===== src/rtl/solar_tracker_pkg.sv =====
// Shared constants and state encoding for the solar tracker scan logic.
package solar_tracker_pkg;

    localparam int unsigned PW_MIN     = 500;
    localparam int unsigned PW_MAX     = 2500;
    localparam int unsigned PW_STEP    = 100;
    localparam int unsigned SETTLE_CYC = 2000000;
    localparam int unsigned ADC_TMO    = 1000;

    typedef enum logic [2:0] {
        StIdle,
        StMove,
        StSettle,
        StSample,
        StWaitAdc,
        StNext,
        StPark,
        StParkSettle
    } scan_state_e;

endpackage


===== src/rtl/settle_timer.sv =====
// Down-counter shared by settle and ADC-timeout waits; expire_o is high for the last counted cycle.
module settle_timer (
    input  logic        clk_i,
    input  logic        rst_i,
    input  logic        load_i,
    input  logic [31:0] load_val_i,
    output logic        expire_o
);

    logic [31:0] cnt_q, cnt_d;

    always_comb begin
        cnt_d = cnt_q;
        if (load_i) begin
            cnt_d = load_val_i;
        end else if (cnt_q != 32'd0) begin
            cnt_d = cnt_q - 32'd1;
        end
    end

    always_ff @(posedge clk_i) begin
        if (rst_i) begin
            cnt_q <= '0;
        end else begin
            cnt_q <= cnt_d;
        end
    end

    // A load of N gives exactly N cycles before expiry is seen.
    assign expire_o = (cnt_q == 32'd1);

endmodule


===== src/rtl/scan_controller.sv =====
// Raster-scans the servo pair over the pulse-width grid, sampling the ADC at each point,
// then parks on the best position reported by the max-register stage.
module scan_controller #(
    parameter int unsigned PW_MIN     = solar_tracker_pkg::PW_MIN,
    parameter int unsigned PW_MAX     = solar_tracker_pkg::PW_MAX,
    parameter int unsigned PW_STEP    = solar_tracker_pkg::PW_STEP,
    parameter int unsigned SETTLE_CYC = solar_tracker_pkg::SETTLE_CYC,
    parameter int unsigned ADC_TMO    = solar_tracker_pkg::ADC_TMO
) (
    input  logic        CLK,
    input  logic        RST,
    input  logic        START,
    input  logic        ADC_VALID,
    input  logic [31:0] pulseWidth_max_H,
    input  logic [31:0] pulseWidth_max_V,
    output logic [31:0] pulseWidth_H,
    output logic [31:0] pulseWidth_V,
    output logic        SAMPLE_REQ,
    output logic        CAPTURE_EN,
    output logic        BUSY,
    output logic        DONE,
    output logic        TIMEOUT
);

    import solar_tracker_pkg::*;

    scan_state_e state_q;
    logic [31:0] scan_h_q, scan_v_q;
    logic [31:0] pw_h_q, pw_v_q;
    logic        sample_req_q, capture_q, busy_q, done_q, timeout_q;

    logic        tmr_load, tmr_expire;
    logic [31:0] tmr_val;
    logic [32:0] h_sum, v_sum;

    // One extra bit so a step past 2^32-1 still compares as out of range.
    assign h_sum = {1'b0, scan_h_q} + 33'(PW_STEP);
    assign v_sum = {1'b0, scan_v_q} + 33'(PW_STEP);

    assign tmr_load = (state_q == StMove) || (state_q == StSample) || (state_q == StPark);
    assign tmr_val  = (state_q == StSample) ? ADC_TMO : SETTLE_CYC;

    settle_timer u_settle_timer (
        .clk_i      (CLK),
        .rst_i      (RST),
        .load_i     (tmr_load),
        .load_val_i (tmr_val),
        .expire_o   (tmr_expire)
    );

    always_ff @(posedge CLK) begin
        if (RST) begin
            state_q      <= StIdle;
            scan_h_q     <= '0;
            scan_v_q     <= '0;
            pw_h_q       <= PW_MIN;
            pw_v_q       <= PW_MIN;
            sample_req_q <= 1'b0;
            capture_q    <= 1'b0;
            busy_q       <= 1'b0;
            done_q       <= 1'b0;
            timeout_q    <= 1'b0;
        end else begin
            sample_req_q <= 1'b0;
            done_q       <= 1'b0;
            unique case (state_q)
                StIdle: begin
                    if (START) begin
                        scan_h_q  <= PW_MIN;
                        scan_v_q  <= PW_MIN;
                        busy_q    <= 1'b1;
                        timeout_q <= 1'b0;
                        state_q   <= StMove;
                    end
                end
                StMove: begin
                    pw_h_q  <= scan_h_q;
                    pw_v_q  <= scan_v_q;
                    state_q <= StSettle;
                end
                StSettle: begin
                    if (tmr_expire) begin
                        sample_req_q <= 1'b1;
                        state_q      <= StSample;
                    end
                end
                StSample: begin
                    capture_q <= 1'b1;
                    state_q   <= StWaitAdc;
                end
                StWaitAdc: begin
                    // A conversion arriving on the final timeout cycle still wins.
                    if (ADC_VALID) begin
                        capture_q <= 1'b0;
                        state_q   <= StNext;
                    end else if (tmr_expire) begin
                        capture_q <= 1'b0;
                        timeout_q <= 1'b1;
                        state_q   <= StNext;
                    end
                end
                StNext: begin
                    if (h_sum > 33'(PW_MAX)) begin
                        scan_h_q <= PW_MIN;
                        if (v_sum > 33'(PW_MAX)) begin
                            state_q <= StPark;
                        end else begin
                            scan_v_q <= v_sum[31:0];
                            state_q  <= StMove;
                        end
                    end else begin
                        scan_h_q <= h_sum[31:0];
                        state_q  <= StMove;
                    end
                end
                StPark: begin
                    pw_h_q  <= pulseWidth_max_H;
                    pw_v_q  <= pulseWidth_max_V;
                    state_q <= StParkSettle;
                end
                StParkSettle: begin
                    if (tmr_expire) begin
                        done_q  <= 1'b1;
                        busy_q  <= 1'b0;
                        state_q <= StIdle;
                    end
                end
                default: state_q <= StIdle;
            endcase
        end
    end

    assign pulseWidth_H = pw_h_q;
    assign pulseWidth_V = pw_v_q;
    assign SAMPLE_REQ   = sample_req_q;
    assign CAPTURE_EN   = capture_q;
    assign BUSY         = busy_q;
    assign DONE         = done_q;
    assign TIMEOUT      = timeout_q;

endmodule


===== config.mk =====
export PLATFORM = sky130hd
export DESIGN_NAME = scan_controller
export DESIGN_NICKNAME = d
export VERILOG_FILES = /design/src/rtl/solar_tracker_pkg.sv /design/src/rtl/settle_timer.sv /design/src/rtl/scan_controller.sv
export SDC_FILE = /design/constraint.sdc
export NUM_CORES = 1
export LEC_CHECK = 0
export ABC_AREA = 1
export BUFFER_PORTS_ARGS = -buffer_cell sky130_fd_sc_hd__buf_2
export CAP_MARGIN = 20
export CELL_PAD_IN_SITES_DETAIL_PLACEMENT = 1
export CELL_PAD_IN_SITES_GLOBAL_PLACEMENT = 2
export CORE_UTILIZATION = 33
export DETAILED_ROUTE_END_ITERATION = 8
export PLACE_DENSITY_LB_ADDON = 0.1
export SYNTH_ARGS = -nofsm -noshare
export SYNTH_HDL_FRONTEND = slang
export SYNTH_SLANG_ARGS = --single-unit

===== constraint.sdc =====
create_clock -name CLK -period 3.6 [get_ports CLK]
set_input_delay 0 -clock CLK [delete_from_list [all_inputs] [get_ports CLK]]
set_output_delay 0 -clock CLK [all_outputs]
set_load 0.05 [all_outputs]

==> results of run 1 <==
==> placed cells by master, fill, tap and decap left out, types with 5 or more instances in the layout <==
| cell | n |
|---|---|
| a211oi_1 | 5 |
| a21oi_1 | 96 |
| buf_2 | 135 |
| buf_4 | 9 |
| clkbuf_16 | 17 |
| dfxtp_1 | 164 |
| dlygate4sd3_1 | 82 |
| ha_1 | 6 |
| inv_1 | 133 |
| inv_2 | 6 |
| inv_6 | 5 |
| nand2_1 | 315 |
| nand2_2 | 8 |
| nand3_1 | 45 |
| nand3_2 | 7 |
| nand4_1 | 33 |
| nor2_1 | 174 |
| nor2_2 | 8 |
| nor2_4 | 5 |
| nor3_1 | 62 |
| nor3_2 | 10 |
| nor4_1 | 15 |
| o211ai_1 | 7 |
| o21ai_0 | 131 |
| xnor2_1 | 7 |
| xor2_1 | 18 |
==> power breakdown <==
group	switching (W)	internal (W)	total, W
sequential	0.000235	0.00207	0.00230
clock	0.000855	0.00116	0.00201
combinational	0.00180	0.000766	0.00257
==> state kept, by name, indices dropped and copies added (netlist names), 3 cells and up <==
signal	count
pulseWidth_H	32
pulseWidth_V	32
scan_h_q	30
scan_v_q	30
state_q	3
u_settle_timer.cnt_q	32
==> worst min-delay path: cells and delay by family <==
| kind | cells | cell delay (ns) |
|---|---|---|
| buffers and inverters | 2 | 0.65 |
| and+or+nand+nor | 1 | 0.05 |
| AOI/OAI and AO/OA | 1 | 0.05 |
==> final cells by class <==
| cell class | instances | area, um^2 | share of cell area (%) |
|---|---|---|---|
| well taps | 335 | 419 | 3.76 |
| clock inverters | 13 | 185 | 1.66 |
| repair buffers | 228 | 1610 | 14.5 |
| clock buffers | 19 | 453 | 4.06 |
| multi-input cells | 972 | 4670 | 41.9 |
| flip-flops and latches | 164 | 3280 | 29.5 |
| inverters | 140 | 526 | 4.71 |
==> Yosys cell counts, drive strengths merged <==
| cell | n | area (um^2) |
|---|---|---|
| a211oi | 5 | 37.5 |
| a21oi | 96 | 480 |
| a311oi | 1 | 8.76 |
| a31oi | 2 | 12.5 |
| and2 | 1 | 6.26 |
| and3 | 1 | 6.26 |
| buf | 10 | 65.1 |
| clkbuf | 43 | 161 |
| clkinv | 1 | 3.75 |
| dfxtp | 164 | 3280 |
| ha | 6 | 75.1 |
| inv | 139 | 522 |
| nand2 | 324 | 1240 |
| nand3 | 52 | 295 |
| nand3b | 4 | 30.0 |
| nand4 | 33 | 206 |
| nor2 | 187 | 759 |
| nor3 | 73 | 420 |
| nor3b | 1 | 7.51 |
| nor4 | 15 | 93.8 |
| o211ai | 7 | 52.6 |
| o21a | 2 | 15.0 |
| o21ai | 136 | 684 |
| o221ai | 1 | 8.76 |
| xnor2 | 7 | 61.3 |
| xor2 | 18 | 158 |
==> per-stage QoR <==
step	utilization [%]	power, W	instance area (um^2)	hold WS (ns)
floorplan	-	0.00414	8700	0.149
global placement	37.2	0.00482	9660	0.255
detailed placement	37.2	0.00485	9660	0.262
CTS	42.8	0.00697	11100	0.356
global route	42.9	0.00736	11100	0.387
finish	42.9	0.00689	11100	0.374
==> kinds of logic after synthesis <==
| kind of cell | count (synthesis) | synth area share [%] |
|---|---|---|
| AOI/OAI and AO/OA | 250 | 14.9 |
| xor gates and xnor gates | 25 | 2.52 |
| adders and majority gates | 6 | 0.863 |
| buffers and inverters | 193 | 8.64 |
| DFF | 164 | 37.7 |
| and+or+nand+nor | 691 | 35.3 |
==> layer usage <==
layer | vias to the layer above | global-route usage, % | part of all wire [%]
li1 | 4741 | - | -
met1 | 4334 | 31.1 | 50
met2 | 140 | 37.1 | 46
met3 | 17 | 2.90 | 3.2
met4 | 0 | 4.92 | 0.76
met5 | - | 0 | 0
==> final timing paths <==
check	from	end	cells past startpoint	slack [ns]
max reg2reg	scan_v_q[2]$_SDFFE_PP0P_	scan_v_q[10]$_SDFFE_PP0P_	16	0.60
min	pulseWidth_max_V[1]	pulseWidth_V[1]$_SDFFE_PP0P_	4	0.37
min reg2reg	pulseWidth_H[25]$_SDFFE_PP0P_	pulseWidth_H[25]$_SDFFE_PP0P_	2	0.46
max	scan_v_q[2]$_SDFFE_PP0P_	scan_v_q[10]$_SDFFE_PP0P_	16	0.60
==> summary.txt, run 1 <==
CP arrival = 3.37 ns
RD Place Congestion = 0.843
Starting Density = 33.5%
Hold-fix buffers, CTS = 82
Filler cells = 3369
flops & latches, synth = 164
Setup TNS Final = 0 ns
WP data required = 3.97 ns
Leak = 4.70 nW
crit path buf inv count = 3
drt total wl = 30100 um
CTS tree = yes
Num Clock Sinks = 164
Pre-Repair DR Iteration Count = 5
critical path's largest stage delay = 0.52 ns
antenna violations before repair = 0
Worst IR Drop VDD = 351 uV
Total Nets Final = 1597
IO buf count = 136
cts bufs inserted = 17
syn avg cell area = 6.55 um^2
Post-CTS Setup Repair Bufs = 0
sequential area share after synthesis = 37.7%
via count = 9232
Starting DRT DRC Count = 465
Tcrit/Tclk final = 83.4%
final hold viol count = 0
area growth from synthesis to layout = 28.1%
chip height = 164 um
vias in the first global route = 9093
# diodes = 0
synthesized cell area = 8700 um^2
CTS resizes = 0
DRC = 0
unrepaired setup endpoints after global routing = false
post-DR wirelength/cell = 16.1 um
first-pass GRT wire length = 47800 um
placed cells = 1756
root buffer cell = clkbuf_16
Std-Cell Rows = 59
Cell variety after synth = 39
Synth Net Count = 1403
Clock Skew = 0.0121 ns
Synth Instances = 1329
# Max-Cap Violations = 0
CP most frequent cell = nand2_1
die area = 27000 um^2
final-report max-slew violation count = 0
pwr dens = 618 nW/um^2
pin count of the biggest net entering global routing = 100
Die Width = 164 um
Tmin final = 3.00 ns
post-route non-filler standard cell count = 1871
core footprint = 26000 um^2
DP HPWL = 21400 um
layout cell share with drive strength beyond 1 = 14.6%
clock buffer depth = 2
Critical Path Source Type = register
PnR worst setup slack = 0.598 ns
total gr overflow = 0
worst setup slack after placement = 0.629 ns
Critical Path Fanout Max = 29
FMAX = 333 MHz
cells along the critical path = inv_2 > o21ai_2 > nand2_1 > inv_1 > nand2_1 > nand2_1 > nand2_1 > a21oi_1 > nand2_1 > nor2_1 > nand3_2 > nand2_4 > nand3_2 > inv_2 > nor2_1 > nor2_1
CP Capture Type = register
clk_lat worst skew = 0.43 ns
H-tree levels = 4
IO Count = 137
Tot GR Track Use = 22.5%
WS Path Type = reg2reg
# setup viols final = 0
Crit path max-delay family = simple AND/OR/NAND/NOR gates
status = completed
actual slew at the worst max-slew pin = 0.873 ns
DRT antenna net count = 0
Reg clk slew, reported paths = 0.07 ns
worst hold path type = in2reg
DR vias/cell = 4.93
relative slew slack = 41.8%
critical path's slowest cell = inv_2
Yosys Warn Count = 0
(Power assumes the default switching activity.)
==> run 2, diff against run 1 <==
CORE_UTILIZATION = 31   (was 33)
clock period = 3 ns   (was 3.6 ns; I/O delays follow)
==> run 2 against run 1 <==
Net effect: worst setup slack got worse by 0.26 ns; total power rose by 22%; worst hold slack got worse by 0.33 ns; register-to-register slack got worse by 0.26 ns; critical endpoint is now scan_v_q[4]$_SDFFE_PP0P_; largest power group unchanged; highest routed layer unchanged.
==> summary.txt, run 2 (synthesis gave the netlist of run 1 again) <==
Filler cells = 3559 (+5.6%)
actual slew at the worst max-slew pin = 0.894 ns (+0.0203 ns)
final-report max-slew violation count = 0 (unchanged)
chip height = 170 um (+3.1%)
most frequent cells in the layout = nand2_1, nor2_1, dfxtp_1
Starting DRT DRC Count = 447 (-3.9%)
CP most frequent cell = nand2_1
Die Width = 170 um (+3.1%)
worst hold margin = 0.0414 ns (-0.333 ns)
Total Nets Final = 1589 (-0.50%)
RD Place Congestion = 0.813 (-3.5%)
layout cell share with drive strength beyond 1 = 15.1% (+0.49 points)
# diodes = 0 (unchanged)
# setup viols final = 0 (unchanged)
Tcrit/Tclk final = 88.7% (+5.3 points)
clock buffer depth = 2 (unchanged)
Leak = 4.61 nW (-1.8%)
# Max-Cap Violations = 0 (unchanged)
Tot GR Track Use = 22.1% (-0.46 points)
multi-input combinational cell area = 4670 um^2 (about the same)
total gr overflow = 0 (unchanged)
core footprint = 27300 um^2 (+4.9%)
cells along the critical path = ha_1 > nand2_1 > nand3_2 > nand3_2 > nor2_2 > nand2_1 > nand2_1 > nand2_1 > nor2_1 > nand2_1 > nor2_1 > nand3_2 > nand2_4 > nand3_2 > inv_2 > buf_4 > nor2_1 > nor2_1
Reg clk slew, reported paths = 0.08 ns (about the same)
WS Path Type = reg2reg
Worst Hold Depth = 2 (-2)
worst reg-to-reg path cell count = 18 (+2)
fin util = 40.6% (-2.3 points)
relative slew slack = 40.4% (-1.4 points)
IO buf count = 136 (unchanged)
CP arrival = 3.03 ns (-0.34 ns)
Tmin final = 2.66 ns (-0.340 ns)
Pre-Repair DR Iteration Count = 4 (-1)
CTS tree = yes
IO Count = 137 (unchanged)
Starting Density = 31.9% (-1.6 points)
die area = 28700 um^2 (+6.4%)
unrepaired setup endpoints after global routing = false
root buffer cell = clkbuf_16
cts bufs inserted = 17 (unchanged)
drt total wl = 30800 um (+2.2%)
clk_lat worst skew = 0.43 ns (about the same)
antenna violations before repair = 1 (+1)
first-pass GRT wire length = 50400 um (+5.3%)
DRT antenna net count = 0 (unchanged)
area growth from synthesis to layout = 27.3%
Critical Path Source Type = register
CP Capture Type = register
pin count of the biggest net entering global routing = 71 (-29%)
Clock Skew = 0.0149 ns (+0.00280 ns)
Setup TNS Final = 0 ns (unchanged)
post-DR wirelength/cell = 16.2 um (+0.75%)
DP HPWL = 22200 um (+3.7%)
Critical Path Fanout Max = 16 (-45%)
FMAX = 376 MHz (+13%)
critical path's slowest cell = dfxtp_1
Num Clock Sinks = 164 (unchanged)
via count = 9205 (-0.29%)
H-tree levels = 4 (unchanged)
final hold viol count = 0 (unchanged)
worst hold path type = in2reg
vias in the first global route = 9327 (+2.6%)
Std-Cell Rows = 60 (+1.7%)
WP data required = 3.37 ns (-0.60 ns)
DRC = 0 (unchanged)
sequential cell area = 3280 um^2 (unchanged)
Worst IR Drop VDD = 326 uV (-7.2%)
pwr dens = 756 nW/um^2 (+22%)
DR vias/cell = 4.85 (-1.7%)
critical path's largest stage delay = 0.43 ns (-0.09 ns)
status = completed
most common cell after layout, fill and taps aside = nand2_1
## run 2: through the flow
stage               std cells  total power, W  cell area [um^2]  setup WS, ns
floorplan                1329         0.00497              8700         0.732
global placement         1802         0.00585              9770         0.372
detailed placement       1802         0.00590              9770         0.348
CTS                      1898         0.00848             11100         0.295
global route             1898         0.00898             11100       0.00334
finish                   1898         0.00837             11100         0.338
## run 2: per-layer routing
layer	vias up	track usage, %	part of all wire, %
met5	-	0	0
met4	0	4.15	0.77
met3	20	2.78	2.8
met2	128	35.2	44
met1	4345	31.8	52
li1	4712	-	-
## run 2: power by group
| group | leakage [nW] | switching, W | internal (W) |
|---|---|---|---|
| Sequential | 1.33 | 0.000280 | 0.00248 |
| Combinational | 2.98 | 0.00219 | 0.000943 |
| Clock | 0.306 | 0.000995 | 0.00148 |
| Total | 4.61 | 0.00347 | 0.00490 |
## run 2: area by class of cell
type / count / area share (%)
clock buffer: 18 / 3.88
clock inverter: 12 / 1.86
inverter: 140 / 4.75
multi-input combinational: 972 / 42.2
sequential: 164 / 29.6
tap: 372 / 4.20
timing repair buffer: 220 / 13.5
## run 2: path summary, 6_finish.rpt
kind | startpoint | to | slack, ns
setup / recovery | scan_v_q[2]$_SDFFE_PP0P_ | scan_v_q[4]$_SDFFE_PP0P_ | 0.34
hold / removal | RST | pulseWidth_V[1]$_SDFFE_PP0P_ | 0.04
setup reg to reg | scan_v_q[2]$_SDFFE_PP0P_ | scan_v_q[4]$_SDFFE_PP0P_ | 0.34
hold reg to reg | pulseWidth_V[14]$_SDFFE_PP0P_ | pulseWidth_V[14]$_SDFFE_PP0P_ | 0.46
## run 2: worst max-delay path, delay by kind of cell (launching register included)
family                     cells  cell delay (ns)
and+or+nand+nor               15             1.65
DFF                            1             0.43
buffers and inverters          2             0.31
adders and majority gates      1             0.20
## run 2: repair_timing
action,4_1_cts,5_1_grt
hold buffers,66,0
setup buffers,0,0
setup endpoints to repair,0,2
endpoints found under the hold margin,67,0
resized for setup,0,1
